===== config.mk =====
export PLATFORM = sky130hd
export DESIGN_NAME = shift_add_multiplier
export DESIGN_NICKNAME = d
export VERILOG_FILES = /design/src/rtl/mult_pkg.sv /design/src/rtl/twos_abs.sv /design/src/rtl/shift_add_multiplier.sv
export SDC_FILE = /design/constraint.sdc
export NUM_CORES = 1
export LEC_CHECK = 0
export ABC_AREA = 1
export CAP_MARGIN = 20
export CORE_UTILIZATION = 57
export DETAILED_ROUTE_END_ITERATION = 12
export DONT_BUFFER_PORTS = 1
export PLACE_DENSITY_LB_ADDON = 0.05
export SYNTH_ARGS = -nofsm -noshare
export SYNTH_HDL_FRONTEND = slang
export SYNTH_SLANG_ARGS = --single-unit

===== constraint.sdc =====
create_clock -name clk -period 1.75 [get_ports clk]
set_input_delay 0.35 -clock clk [delete_from_list [all_inputs] [get_ports clk]]
set_output_delay 0.35 -clock clk [all_outputs]
set_load 0.05 [all_outputs]

===== src/rtl/mult_pkg.sv =====
// Shared definitions for the shift-and-add multiplier: FSM states, default
// operand width and the iteration-counter width helper.
package mult_pkg;

    typedef enum logic [1:0] {
        IDLE = 2'd0,
        RUN  = 2'd1,
        DONE = 2'd2
    } mult_state_t;

    localparam int DEFAULT_WIDTH = 8;

    function automatic int cnt_width(input int width);
        return $clog2(width + 1);
    endfunction

endpackage


===== src/rtl/twos_abs.sv =====
// Operand magnitude extraction: converts a possibly two's-complement value into
// an unsigned magnitude of the same width plus a sign bit.
module twos_abs #(
    parameter int WIDTH = 8
) (
    input  logic [WIDTH-1:0] i_value,
    input  logic             i_signed_mode,
    output logic [WIDTH-1:0] o_mag,
    output logic             o_sign
);

    logic w_neg;

    assign w_neg  = i_signed_mode & i_value[WIDTH-1];
    assign o_sign = w_neg;
    // The most-negative value negates to 2^(WIDTH-1), which still fits unsigned.
    assign o_mag  = w_neg ? (~i_value + {{(WIDTH-1){1'b0}}, 1'b1}) : i_value;

endmodule


===== src/rtl/shift_add_multiplier.sv =====
// Sequential sign-magnitude shift-and-add multiplier with a valid/ready
// operand interface and a valid/ready product interface.
module shift_add_multiplier
    import mult_pkg::*;
#(
    parameter int WIDTH   = DEFAULT_WIDTH,
    parameter int OUT_REG = 1
) (
    input  logic                 clk,
    input  logic                 rst,
    input  logic                 in_valid,
    output logic                 in_ready,
    input  logic [WIDTH-1:0]     a,
    input  logic [WIDTH-1:0]     b,
    input  logic                 signed_mode,
    output logic                 out_valid,
    input  logic                 out_ready,
    output logic [2*WIDTH-1:0]   product,
    output logic                 busy
);

    localparam int              CW   = cnt_width(WIDTH);
    localparam logic [CW-1:0]   LAST = CW'(WIDTH);

    mult_state_t            r_state;
    mult_state_t            w_state_next;
    logic [WIDTH-1:0]       r_mcand;
    logic [WIDTH-1:0]       r_mplier;
    logic                   r_sign;
    logic [2*WIDTH:0]       r_acc;
    logic [CW-1:0]          r_cnt;

    logic [WIDTH-1:0]       w_mag_a;
    logic [WIDTH-1:0]       w_mag_b;
    logic                   w_sign_a;
    logic                   w_sign_b;
    logic [WIDTH:0]         w_addend;
    logic [WIDTH:0]         w_upper;
    logic [2*WIDTH:0]       w_acc_step;
    logic [2*WIDTH-1:0]     w_prod_calc;

    twos_abs #(.WIDTH(WIDTH)) u_abs_a (
        .i_value       (a),
        .i_signed_mode (signed_mode),
        .o_mag         (w_mag_a),
        .o_sign        (w_sign_a)
    );

    twos_abs #(.WIDTH(WIDTH)) u_abs_b (
        .i_value       (b),
        .i_signed_mode (signed_mode),
        .o_mag         (w_mag_b),
        .o_sign        (w_sign_b)
    );

    // Next-state decode.
    always_comb begin
        w_state_next = r_state;
        case (r_state)
            IDLE:    if (in_valid) w_state_next = RUN; else w_state_next = IDLE;
            RUN:     if (r_cnt == LAST) w_state_next = DONE; else w_state_next = RUN;
            DONE:    if (out_ready) w_state_next = IDLE; else w_state_next = DONE;
            default: w_state_next = IDLE;
        endcase
    end

    // State register.
    always_ff @(posedge clk or posedge rst) begin
        if (rst) r_state <= IDLE;
        else     r_state <= w_state_next;
    end

    // One iteration: conditionally add into the upper half, then shift right.
    always_comb begin
        w_addend    = r_mplier[0] ? {1'b0, r_mcand} : {(WIDTH+1){1'b0}};
        w_upper     = r_acc[2*WIDTH:WIDTH] + w_addend;
        w_acc_step  = {1'b0, w_upper, r_acc[WIDTH-1:1]};
        w_prod_calc = r_sign ? (~r_acc[2*WIDTH-1:0] + {{(2*WIDTH-1){1'b0}}, 1'b1})
                             : r_acc[2*WIDTH-1:0];
    end

    // Operand capture and iteration datapath; the counter reaching WIDTH marks
    // the cycle on which the finished accumulator is moved into DONE.
    always_ff @(posedge clk or posedge rst) begin
        if (rst) begin
            r_mcand  <= {WIDTH{1'b0}};
            r_mplier <= {WIDTH{1'b0}};
            r_sign   <= 1'b0;
            r_acc    <= {(2*WIDTH+1){1'b0}};
            r_cnt    <= {CW{1'b0}};
        end else begin
            case (r_state)
                IDLE: begin
                    if (in_valid) begin
                        r_mcand  <= w_mag_a;
                        r_mplier <= w_mag_b;
                        r_sign   <= w_sign_a ^ w_sign_b;
                        r_acc    <= {(2*WIDTH+1){1'b0}};
                        r_cnt    <= {CW{1'b0}};
                    end
                end
                RUN: begin
                    if (r_cnt != LAST) begin
                        r_acc    <= w_acc_step;
                        r_mplier <= {1'b0, r_mplier[WIDTH-1:1]};
                        r_cnt    <= r_cnt + {{(CW-1){1'b0}}, 1'b1};
                    end
                end
                default: begin
                    r_cnt <= r_cnt;
                end
            endcase
        end
    end

    generate
        if (OUT_REG != 0) begin : g_out_reg
            logic [2*WIDTH-1:0] r_product;

            // Product register: loaded entering DONE, cleared after handoff.
            always_ff @(posedge clk or posedge rst) begin
                if (rst) begin
                    r_product <= {(2*WIDTH){1'b0}};
                end else if (r_state == RUN && r_cnt == LAST) begin
                    r_product <= w_prod_calc;
                end else if (r_state == DONE && out_ready) begin
                    r_product <= {(2*WIDTH){1'b0}};
                end else begin
                    r_product <= r_product;
                end
            end

            assign product = r_product;
        end else begin : g_out_comb
            assign product = (r_state == DONE) ? w_prod_calc : {(2*WIDTH){1'b0}};
        end
    endgenerate

    assign in_ready  = (r_state == IDLE);
    assign out_valid = (r_state == DONE);
    assign busy      = (r_state != IDLE);

endmodule

==> impl_metrics.yaml <==
run_status:
  run_status: "finished, final reports clean"
placement:
  globalplace.congestion: 0.855
  place_area_um2: 3450
  place_ws_ps: 52.3
  portBuffers: 0
  dp_hpwl_um: 5020
synth:
  synth_edf_count: 0
  synth_top_area_frac: 0.412
  synthTopCellsByArea: "dfrtp_1 (41%), nand2_1 (16%), inv_1 (5.8%)"
  yosysWarningCount: 0
  post-synth-top-area-cell: "dfrtp_1"
  syn_avg_cell_area_um2: 7.45
  syn_nets: 483
  ys_ff_latch: 55
  netlist_area_um2: 3340
  synth_flop_cell: "dfrtp_1"
  synthArstFlopShare: 1.00
  ys_types: 34
  ys_seq_area_frac: 0.412
  syn_inst: 448
setup_path:
  path_class: "flop to flop"
  r2r_start: "r_mplier[0]"
  critPathLaunchType: "flop"
  r2r_cells: 10
  cp.arrival_ps: 1870
  worstSetupStartpoint: "r_mplier[0]"
  cp_max_fo: 3
  required_ps: 1940
  end_kind: "flop"
global_route:
  grt_pass1_wl_um: 11800
  grt_overflow: 0
  grt_max_degree: 36
  grt_pass1_vias: 2761
  antenna_found_initial: 0
  grt_usage: 0.239
timing:
  hold_viol: 0
  tightest_slew_ps: 482
  setup_violations: 0
  clock.fmax_ghz: 0.598
  slew_headroom: 0.679
  final_max_slew_viol_count: 0
  post-route-min-period_ps: 1670
  clock_skew_ps: 9.16
  worst_slack_ps: 76.4
  post-route-period-util: 0.956
  rsz0062_at_grt: "yes"
  fin_tns_setup_ps: 0
floorplan:
  io_pins: 40
  die_x_um: 78.5
  fp-row-count: 27
  die-area_um2: 6170
  initial_core_util: 0.599
  core_area_um2: 5570
  die_h_um: 78.5
route:
  drc: 0
  vias: 2757
  firstDrtPassIters: 4
  ant_nets: 0
  first_iter_violations: 69
  vias_per_cell: 5.16
  routedWlPerCell_um: 12.4
  wl_um: 6650
power:
  p_comb_frac: 0.489
  swShare: 0.508
  p_seq_frac: 0.408
  pwr_density_cell_nw_per_um2: 1980
  switchingPower_mw: 3.67
  power_leakage_nw: 1.86
  ir_drop_mv: 0.757
  intPower_mw: 3.55
  clkPwrFrac: 0.102
finish:
  nets: 496
  final_cell_mix: "nand2_1 (138), dfrtp_1 (55), inv_1 (51), nor2_1 (39), nand3_1 (31)"
  area_delta_synth_final_pct: 9.60
  num-fill-cells: 503
  drive_above_1_share: 0.128
  final_common_cell: "nand2_1"
  num_antenna_cells: 0
  final_cell_area_um2: 3660
  final_util: 0.656
worst_hold_path:
  worstHoldStart: "out_ready"
  whs_path_depth: 1
  hold_path.class: "primary input to flop"
clock_tree:
  cts_htree_levels: 2
  cts_buffers: 5
  clk_latency_ps: 310
  cts_tree: "done"
  cts_root_buf: "clkbuf_8"
  numClockSinks: 55
  cts.reportedPaths.clkPinSlew_ps: 100
  clockBufferDepth: 2
flow_run:
  maxCapViolCount: 0
[power groups by stage]
stage               Combinational (mW)  Sequential, mW  Clock, mW
finish                            3.54            2.95      0.741
global route                      4.05            3.03      0.807
CTS                               3.33            2.93      0.759
detailed placement                3.31            2.95          0
global placement                  3.22            2.93          0
floorplan                         2.76            2.87          0
[critical path, cell delays in order, from the launching register on]
cell,delay [ps]
dfrtp_1,400
nand2_1,80
inv_1,40
ha_2,180
fa_2,380
nand3_2,80
nand3_2,70
nand2_1,80
nor2_1,40
o21ai_0,130
o21ai_0,100
[synth_stat cells, types with 2 or more instances]
cell type and count:
nand4_1 4, dfrtp_1 55, buf_2 3, o22ai_2 7
ha_1 13, nand2_4 3, o211ai_1 2, nand2_1 138
inv_1 52, o21a_1 2, nor2_1 39, xnor2_1 2
a21oi_1 17, xor2_1 4, o21ai_1 18, o21ai_0 29
inv_2 7, nand3_1 34, buf_6 4
[cells by family after synthesis]
kind of cell,after synthesis,synth area share
AOI/OAI and AO/OA,79,0.142
DFF,55,0.412
buffers and inverters,70,0.0941
and+or+nand+nor,224,0.281
xor gates and xnor gates,6,0.0157
adders and majority gates,14,0.0547
[area by class of cell]
class / instances / area (um2) / area share
Timing Repair Buffer: 16 / 135 / 0.0369
Clock buffer: 6 / 82.6 / 0.0226
Multi-Input combinational cell: 323 / 1730 / 0.473
Clock inverter: 2 / 16.3 / 0.00445
Sequential cell: 55 / 1380 / 0.376
Inverter: 60 / 228 / 0.0622
Tap cell: 72 / 90.1 / 0.0246
[worst paths after layout]
path                         endpoint  slack [ps]
min reg2reg                r_mcand[0]         490
max reg2reg                 r_acc[15]          80
min                        r_state[1]         120
max                         r_acc[15]          80
min in group asynchronous    r_cnt[0]         510
max in group asynchronous  product[8]         720
[sequential cells by signal, summed over array words and instances (netlist names)]
signal    count
product      16
r_acc        16
r_mcand       8
r_mplier      8
r_cnt         4
r_state       2
r_sign        1
[layer usage]
| layer | vias up | wire length [um] | global-route usage |
|---|---|---|---|
| met3 | 8 | 179 | 0.0384 |
| li1 | 1463 | - | - |
| met5 | - | 0 | 0 |
| met4 | 0 | 89 | 0.0685 |
| met2 | 56 | 3180 | 0.422 |
| met1 | 1230 | 3190 | 0.298 |
[stage by stage]
stage	total power [mW]	instances	hold WS [ps]
after detailed placement	6.27	523	269
after global placement	6.15	523	264
after floorplan	5.63	448	436
after global routing	7.89	534	112
final	7.23	534	119
after CTS	7.02	532	113
[timing repair]
item | 4_1_cts | 5_1_grt
hold buffers | 1 | 0
endpoints found under the hold margin | 20 | 0
endpoints found under the setup margin | 0 | 5
gates resized for setup | 0 | 9
setup buffers | 0 | 2
No activity file was read; power rests on OpenSTA's default activity.
